`config.mk`:
```
export PLATFORM = sky130hd
export DESIGN_NAME = seq_mult
export DESIGN_NICKNAME = d
export VERILOG_FILES = /design/src/rtl/seq_mult.sv
export SDC_FILE = /design/constraint.sdc
export NUM_CORES = 1
export LEC_CHECK = 0
export CAP_MARGIN = 5
export CORE_ASPECT_RATIO = 1.4
export CORE_MARGIN = 8
export CORE_UTILIZATION = 59
export CTS_CLUSTER_DIAMETER = 200
export DETAILED_ROUTE_END_ITERATION = 7
export GPL_ROUTABILITY_DRIVEN = 0
export PLACE_DENSITY = 0.84
export REMOVE_ABC_BUFFERS = 1
export SYNTH_ARGS = -nofsm -noshare
export SYNTH_HDL_FRONTEND = slang
export SYNTH_SLANG_ARGS = --single-unit
```
`constraint.sdc`:
```
create_clock -name clk -period 10 [get_ports clk]
set_clock_uncertainty 0.2 [all_clocks]
set_input_delay 3 -clock clk [delete_from_list [all_inputs] [get_ports clk]]
set_output_delay 3 -clock clk [all_outputs]
set_load 0.02 [all_outputs]
```
`src/rtl/seq_mult.sv`:
```
// Iterative shift-add multiplier: one partial product per cycle through a single reused adder.
// Unsigned or two's-complement operands; the sign is applied to the magnitude product at the end.
module seq_mult #(
   parameter int WIDTH = 4
) (
   input  logic                 clk,
   input  logic                 reset,
   input  logic                 start,
   input  logic                 sgn,
   input  logic [WIDTH-1:0]     a,
   input  logic [WIDTH-1:0]     b,
   output logic                 busy,
   output logic                 done,
   output logic [2*WIDTH-1:0]   product
);

   localparam int PW = 2 * WIDTH;
   localparam int CW = $clog2(WIDTH);

   typedef enum logic [1:0] {IDLE, RUN, DONE} state_t;

   state_t            state_reg;
   logic [WIDTH-1:0]  ma_reg, mb_reg;
   logic              neg_reg;
   logic [PW-1:0]     acc_reg;
   logic [CW-1:0]     cnt_reg;
   logic [PW-1:0]     product_reg;
   logic              busy_reg, done_reg;

   logic [WIDTH-1:0]  ma_next, mb_next;
   logic              neg_next;
   logic [PW-1:0]     addend, acc_next;
   logic              last_step;

   // Magnitudes of the incoming operands; -2^(WIDTH-1) negates to itself, read as unsigned.
   always_comb begin
      ma_next   = (sgn && a[WIDTH-1]) ? -a : a;
      mb_next   = (sgn && b[WIDTH-1]) ? -b : b;
      neg_next  = sgn & (a[WIDTH-1] ^ b[WIDTH-1]);
      addend    = mb_reg[0] ? ({{WIDTH{1'b0}}, ma_reg} << cnt_reg) : '0;
      acc_next  = acc_reg + addend;
      last_step = (cnt_reg == CW'(WIDTH - 1));
   end

   always_ff @(posedge clk) begin
      if (reset) begin
         state_reg   <= IDLE;
         ma_reg      <= '0;
         mb_reg      <= '0;
         neg_reg     <= 1'b0;
         acc_reg     <= '0;
         cnt_reg     <= '0;
         product_reg <= '0;
         busy_reg    <= 1'b0;
         done_reg    <= 1'b0;
      end else begin
         case (state_reg)
            IDLE, DONE: begin
               done_reg <= 1'b0;
               if (start) begin
                  ma_reg    <= ma_next;
                  mb_reg    <= mb_next;
                  neg_reg   <= neg_next;
                  acc_reg   <= '0;
                  cnt_reg   <= '0;
                  busy_reg  <= 1'b1;
                  state_reg <= RUN;
               end else begin
                  state_reg <= IDLE;
               end
            end
            RUN: begin
               acc_reg <= acc_next;
               mb_reg  <= mb_reg >> 1;
               cnt_reg <= cnt_reg + CW'(1);
               // The final partial product is folded straight into the result register.
               if (last_step) begin
                  product_reg <= neg_reg ? -acc_next : acc_next;
                  busy_reg    <= 1'b0;
                  done_reg    <= 1'b1;
                  state_reg   <= DONE;
               end
            end
            default: begin
               state_reg <= IDLE;
               busy_reg  <= 1'b0;
               done_reg  <= 1'b0;
            end
         endcase
      end
   end

   assign busy    = busy_reg;
   assign done    = done_reg;
   assign product = product_reg;

endmodule

```
==> results of run 1 <==
-- routing by layer --
metal  up-vias  part of all wire, %  GRT usage (%)
met3        14                  4.0           4.18
met1       782                   39           17.5
met4         0                  4.0           13.4
li1        850                    -              -
met5         -                    0              0
met2        43                   53           31.6
-- area by class of cell --
type	instances	area, sq um
fill	249	871
clock buffer	6	82.6
inverter	9	33.8
multi-input combinational	180	1160
timing repair buffer	21	210
clock inverter	2	35.0
tap	39	48.8
sequential	31	621
-- worst paths after layout --
check | to | slack, ns | cells past startpoint
min reg2reg | product[2] | 0.25 | 2
max | mb_reg[1] | 5.02 | 5
max reg2reg | product[7] | 6.56 | 9
min | product[2] | 0.25 | 2
-- cells by family (layout without fill, tap and decap cells) --
kind of cell / after synthesis / count (layout) / share of synthesized area (%)
and+or+nand+nor: 97 / 97 / 24.6
AOI/OAI and AO/OA: 56 / 56 / 22.0
DFF: 31 / 31 / 33.5
buffers and inverters: 19 / 38 / 3.85
adders and majority gates: 12 / 12 / 8.51
xor gates and xnor gates: 9 / 9 / 4.25
muxes: 6 / 6 / 3.31
-- through the flow --
| stage | total power [uW] | hold WS [ns] |
|---|---|---|
| after floorplan | 152 | 0.251 |
| after global placement | 165 | 0.239 |
| after detailed placement | 166 | 0.250 |
| after CTS | 293 | 0.260 |
| after global routing | 303 | 0.297 |
| final | 292 | 0.252 |
-- worst max-delay path: stages --
cell,delay [ns]
sky130_fd_sc_hd__clkdlybuf4s50_1,0.50
sky130_fd_sc_hd__nor2b_1,0.59
sky130_fd_sc_hd__nor2_1,0.40
sky130_fd_sc_hd__a221oi_1,0.34
sky130_fd_sc_hd__nor2_1,0.07
-- power by group through the flow --
stage	clock (uW)	combinational [uW]	sequential [uW]
4_1_cts	129	31.8	132
3_3_place_gp	0	30.4	135
5_1_grt	135	35.5	133
2_1_floorplan	0	18.3	134
3_5_place_dp	0	31.4	135
6_report	128	31.7	132
-- placed cells by master (no fill, tap or decap), types with 2 or more instances in the layout --
cell type,count
sky130_fd_sc_hd__nand2b_1,4
sky130_fd_sc_hd__clkdlybuf4s50_1,21
sky130_fd_sc_hd__o31ai_1,2
sky130_fd_sc_hd__nor3_1,3
sky130_fd_sc_hd__or3_1,2
sky130_fd_sc_hd__mux2i_1,5
sky130_fd_sc_hd__and3_1,2
sky130_fd_sc_hd__clkbuf_8,6
sky130_fd_sc_hd__o211ai_1,2
sky130_fd_sc_hd__nand2_1,27
sky130_fd_sc_hd__o21ai_0,6
sky130_fd_sc_hd__a21oi_1,17
sky130_fd_sc_hd__xnor2_1,2
sky130_fd_sc_hd__xor2_1,7
sky130_fd_sc_hd__ha_1,11
sky130_fd_sc_hd__inv_1,9
sky130_fd_sc_hd__dfxtp_1,31
sky130_fd_sc_hd__o21a_1,2
sky130_fd_sc_hd__a22oi_1,10
sky130_fd_sc_hd__nand3_1,5
sky130_fd_sc_hd__a311oi_1,2
sky130_fd_sc_hd__nor2b_1,4
sky130_fd_sc_hd__and3_2,2
sky130_fd_sc_hd__a211oi_1,5
sky130_fd_sc_hd__and2_1,2
sky130_fd_sc_hd__nor2_1,39
==> metrics.md, run 1 <==
| Metric | Value |
|---|---|
| Starting density of the core | 60.5% |
| Most repeated cell in the gate-level netlist after synthesis | sky130_fd_sc_hd__nor2_1 |
| Antenna violations before repair | 0 |
| Total I/O pin count | 22 |
| Post-synthesis sequential area ratio | around 33% |
| Maximum number of pins on one net before global-route repair | 32 |
| Number of enable flip-flop cells after synthesis | 0 |
| Unrepaired setup endpoints after global routing | false |
| Yosys top cell area share | 33.5% |
| Reg power frac | 45.2% |
| Mapped Avg Cell Area | 8.06 sq um |
| Cell internal pwr | approximately 220 uW |
| Worst setup slack after layout | 5.02 ns |
| Max Clock Freq | ~200 MHz |
| Final Core Density | 71.6% |
| TritonCTS Buffers | 5 |
| Instance count after placement with tap cells included | 280 |
| Reg-to-reg startpoint | cnt_reg[1] |
| Final Instance Area | roughly 2200 sq um |
| CTS Hold Bufs | 0 |
| Largest fanout on the critical path | 14 |
| Area of placed instances | between 2000 and 2500 sq um |
| Commonest cells in the synthesized netlist | 39 x sky130_fd_sc_hd__nor2_1, 31 x sky130_fd_sc_hd__dfxtp_1, 27 x sky130_fd_sc_hd__nand2_1 |
| Post-cts resize count | 0 |
| Cell area power density | 133 nW/um^2 |
| CTS Root Cell | sky130_fd_sc_hd__clkbuf_8 |
| Proportion of synthesized flip-flops having asynchronous set or reset | 0% |
| Ant. Diodes | 0 |
| Clock transition at the registers of the reported paths | 0.07 ns |
| Area Growth Syn to Fin | 18.3% |
| Critical path launch point | start |
| Type of element capturing the critical path | flip-flop |
| Initial detailed-routing violation count | 68 |
| Number of remaining DRC errors | 0 |
| I/O Buffers | 21 |
| Endpoints failing setup | 0 |
| Clock tree from TritonCTS | built |
| Sw power | 70.5 uW |
| Final number of hold-violating endpoints | 0 |
| Number of max-capacitance violations reported | 0 |
| Global route total overflow | 0 |
| CTS H-tree depth | 2 |
| Global-route wire length before repair | 7.34 mm |
| Switching share of total power | 24.1% |
| Number of vias in the routed layout | 1689 |
| Clock latency of the later-clocked register in the worst-skew pair | 0.29 ns |
| Area of the core | 3060 sq um |
| Count of non-filler cells in the finished layout | between 200 and 300 |
| Post-detail-place hpwl | around 3.0 mm |
| Via/cell ratio | between 5 and 6 |
| Number of synthesized register bits | 31 |
| Flip-flop cell with the highest count after synthesis | sky130_fd_sc_hd__dfxtp_1 |
| Synth Warn # | 0 |
| Worst slew pin tran | 1.16 ns |
| Final nets | 272 |
| Crit Path Class | in2reg |
| Ratio of cells with drive above 1 in the final layout | 6.83% |
| Cell count after synthesis | 230 |
| Top cell type by total area after synthesis | sky130_fd_sc_hd__dfxtp_1 |
| Slew HR | 22.3% |
| Cell Area, Synth | ~1900 sq um |
| Cell leakage power | 0.000839 uW |
| Relative contribution of combinational cells to total power | a little over a tenth |
| Class of the most critical hold timing path | reg2reg |
| Distinct cells, synth | 45 |
| GRT Overall Usage | between 10% and 20% |
| Status | completed |
| Fin crit period | 4.98 ns |
| Horizontal extent of the die | 63.4 um |
| Power share of the clock group | 44.0% |
| # Post-CTS Setup Buffers | 0 |
| Total Die Area | 5220 sq um |
| Clock buffer depth | 2 |
| Vias in the first global route | 1628 |
| Fraction of the cycle the final worst path needs | 49.8% |
| Total Negative Setup Slacks | 0 ns |
| Routed WL per cell | 14.6 um |
| Biggest area contributors in the synthesized netlist | sky130_fd_sc_hd__dfxtp_1 33%, sky130_fd_sc_hd__nor2_1 7.9%, sky130_fd_sc_hd__ha_1 7.4% |
| Data required time of the critical path | 9.92 ns |
| HP Start | product[2] |
| Nature of the critical path startpoint | input port |
| Number of nets with antenna violations after routing | 0 |
| Row cnt | 24 |
| IR Drop Worst-Case VDD | 0.0000874 V |
| Pins over their slew limit | 0 |
| Final routed wirelength across all metal layers | 4.20 mm |
| Clock Sink Count | 31 |
| Post-placement worst setup slack | 4.77 ns |
| Height of the die | 82.3 um |
| Pre-antenna DRT Iters | 4 |
| Arrival @ worst endpoint | between 4 and 5 ns |
(Power assumes the default switching activity.)
==> run 2: changes to the inputs <==
--- a/config.mk
+++ b/config.mk
@@ -8,11 +8,11 @@
 export CAP_MARGIN = 5
 export CORE_ASPECT_RATIO = 1.4
 export CORE_MARGIN = 8
-export CORE_UTILIZATION = 59
+export CORE_UTILIZATION = 50
 export CTS_CLUSTER_DIAMETER = 200
 export DETAILED_ROUTE_END_ITERATION = 7
 export GPL_ROUTABILITY_DRIVEN = 0
-export PLACE_DENSITY = 0.84
+export PLACE_DENSITY = 0.75
 export REMOVE_ABC_BUFFERS = 1
 export SYNTH_ARGS = -nofsm -noshare
 export SYNTH_HDL_FRONTEND = slang
==> constraint.sdc (replaced) <==
create_clock -name clk -period 4.4 [get_ports clk]
set_clock_uncertainty 0.2 [all_clocks]
set_input_delay 1.32 -clock clk [delete_from_list [all_inputs] [get_ports clk]]
set_output_delay 1.32 -clock clk [all_outputs]
set_load 0.02 [all_outputs]
==> metrics.md, run 2 (synthesis gave the netlist of run 1 again) <==
| Metric | Value |
|---|---|
| # Post-CTS Setup Buffers | 0 (unchanged) |
| Final Instance Area | 2200 sq um (+0.17%) |
| Most used cells in the layout excluding fill and tap cells | 39 x sky130_fd_sc_hd__nor2_1, 31 x sky130_fd_sc_hd__dfxtp_1, 27 x sky130_fd_sc_hd__nand2_1 |
| Switching share of total power | 24.3% (+0.13 points) |
| Relative contribution of combinational cells to total power | 11.4% (+0.6 points) |
| Ratio of cells with drive above 1 in the final layout | 6.80% (-0.027 points) |
| Endpoints failing setup | 0 (unchanged) |
| FF-to-FF setup slack | 1.02 ns (-5.54 ns) |
| Clock transition at the registers of the reported paths | 0.07 ns (about the same) |
| Number of remaining DRC errors | 0 (unchanged) |
| Most common cell after layout, fill and taps aside | sky130_fd_sc_hd__nor2_1 |
| Reg power frac | 46.6% (+1.4 points) |
| Fraction of the cycle the final worst path needs | 76.9% |
| Routed WL per cell | 13.7 um (-6.3%) |
| Antenna violations before repair | 0 (unchanged) |
| Number of cell instances on the worst register-to-register path | 10 (+1) |
| Largest fanout on the critical path | 9 (-5) |
| Number of max-capacitance violations reported | 0 (unchanged) |
| I/O Buffers | 21 (unchanged) |
| CTS Hold Bufs | 0 (unchanged) |
| Crit Path Class | reg2reg |
| Cell internal pwr | 488 uW (+120%) |
| Sw power | 156 uW (+120%) |
| Hold Path Sink | product[0] |
| Area of the core | 3610 sq um (+18%) |
| Fin crit period | 3.38 ns |
| Height of the die | 88.0 um (+6.9%) |
| GRT Overall Usage | 14.9% (-2.7 points) |
| Clock buffer depth | 2 (unchanged) |
| Horizontal extent of the die | 67.5 um (+6.4%) |
| Cell area power density | 293 nW/um^2 (+120%) |
| Data required time of the critical path | 4.33 ns (-5.59 ns) |
| Vias in the first global route | 1620 (-0.49%) |
| Worst Hold Depth | 2 (unchanged) |
| Pre-antenna DRT Iters | 6 (+2) |
| Ant. Diodes | 0 (unchanged) |
| Initial detailed-routing violation count | 78 (+15%) |
| Post-detail-place hpwl | 2.99 mm (-0.59%) |
| Worst slew pin tran | 1.15 ns (-0.0139 ns) |
| Power share of the clock group | 42.1% (-1.9 points) |
| Worst setup slack after layout | 1.02 ns (-4.00 ns) |
| Via/cell ratio | 5.67 (-3.4%) |
| Total Negative Setup Slacks | 0 ns (unchanged) |
| Total Die Area | 5940 sq um (+14%) |
| Worst r2r dst | product[7] |
| Clock latency of the later-clocked register in the worst-skew pair | 0.29 ns (about the same) |
| Total I/O pin count | 22 (unchanged) |
| Clock tree from TritonCTS | built |
| Nature of the critical path startpoint | flip-flop |
| Number of vias in the routed layout | 1655 (-2.0%) |
| Global-route wire length before repair | 6.87 mm (-6.5%) |
| Number of nets with antenna violations after routing | 0 (unchanged) |
| HP Start | product[0] |
| TritonCTS Buffers | 5 (unchanged) |
| Pins over their slew limit | 0 (unchanged) |
| Status | completed |
| Clock Sink Count | 31 (unchanged) |
| Overall power consumption | 644 uW (+120%) |
| Post-placement worst setup slack | 0.927 ns (-3.85 ns) |
| Final routed wirelength across all metal layers | 3.99 mm (-5.0%) |
| Area Growth Syn to Fin | 18.5% |
| Row cnt | 26 (+8.3%) |
| Class of the most critical hold timing path | reg2reg |
| Reg-to-reg startpoint | cnt_reg[1] |
| Cell leakage power | 0.000840 uW (about the same) |
| Type of element capturing the critical path | flip-flop |
| Max Clock Freq | 295 MHz |
| Global route total overflow | 0 (unchanged) |
| Maximum number of pins on one net before global-route repair | 32 (unchanged) |
| Area of placed instances | 2090 sq um (+0.90%) |
| Post-cts resize count | 0 (unchanged) |
| Starting density of the core | 51.3% (-9.2 points) |
| Final number of hold-violating endpoints | 0 (unchanged) |
| Number of fillers in the final layout | 315 (+27%) |
| CTS Root Cell | sky130_fd_sc_hd__clkbuf_8 |
| CTS H-tree depth | 2 (unchanged) |
| Arrival @ worst endpoint | 3.31 ns (-1.60 ns) |
| Worst slack on hold paths | 0.255 ns (+0.00304 ns) |
| Unrepaired setup endpoints after global routing | false |
| Final nets | 274 (+0.74%) |
| Slew HR | 23.2% (+0.93 points) |
| IR Drop Worst-Case VDD | 0.000235 V (+170%) |
-- run 2: routing by layer --
metal	up-vias	part of all wire (%)	global-route usage, %
met1	753	40	14.2
met4	0	2.4	7.63
met3	8	5.5	4.48
met2	44	52	27.5
li1	850	-	-
met5	-	0	0
-- run 2: layout make-up --
type	instances	area [sq um]	area share, %
multi-input cells	180	1160	52.9
flip-flops and latches	31	621	28.3
repair buffers	23	225	10.3
inverters	9	33.8	1.54
well taps	42	52.6	2.39
clock buffers	6	72.6	3.30
clock inverters	1	30.0	1.37
-- run 2: power by group through the flow --
stage	registers, uW	clock network, uW	logic [uW]
2_1_floorplan	305	0	41.5
3_3_place_gp	306	0	72.9
3_5_place_dp	306	0	73.6
4_1_cts	300	276	74.0
5_1_grt	302	287	83.1
6_report	300	271	73.2
-- run 2: through the flow --
step           utilization, %  cells
3_5_place_dp             58.0    285
6_report                 60.8    292
3_3_place_gp             58.0    285
5_1_grt                  60.8    292
4_1_cts                  60.8    292
2_1_floorplan               -    220
-- run 2: critical path, cell delays in order (launching register included) --
cell,delay [ns]
sky130_fd_sc_hd__dfxtp_1,0.50
sky130_fd_sc_hd__mux2i_1,0.28
sky130_fd_sc_hd__o22ai_1,0.10
sky130_fd_sc_hd__and2_1,0.17
sky130_fd_sc_hd__ha_1,0.37
sky130_fd_sc_hd__a211oi_4,0.33
sky130_fd_sc_hd__nor4b_1,0.10
sky130_fd_sc_hd__or4b_4,0.57
sky130_fd_sc_hd__o31ai_2,0.32
sky130_fd_sc_hd__and3_2,0.24
sky130_fd_sc_hd__nor4_2,0.05
-- run 2: how the worst max path moves through the flow --
stage	cells after the start	endpoint	slack, ns	start
after floorplan	9	product[7]	1.36	cnt_reg[1]
after global placement	6	acc_reg[6]	0.87	start
after detailed placement	6	acc_reg[6]	0.93	start
after CTS	10	product[7]	1.03	cnt_reg[1]
after global routing	10	product[7]	0.82	cnt_reg[1]
final	10	product[7]	1.02	cnt_reg[1]
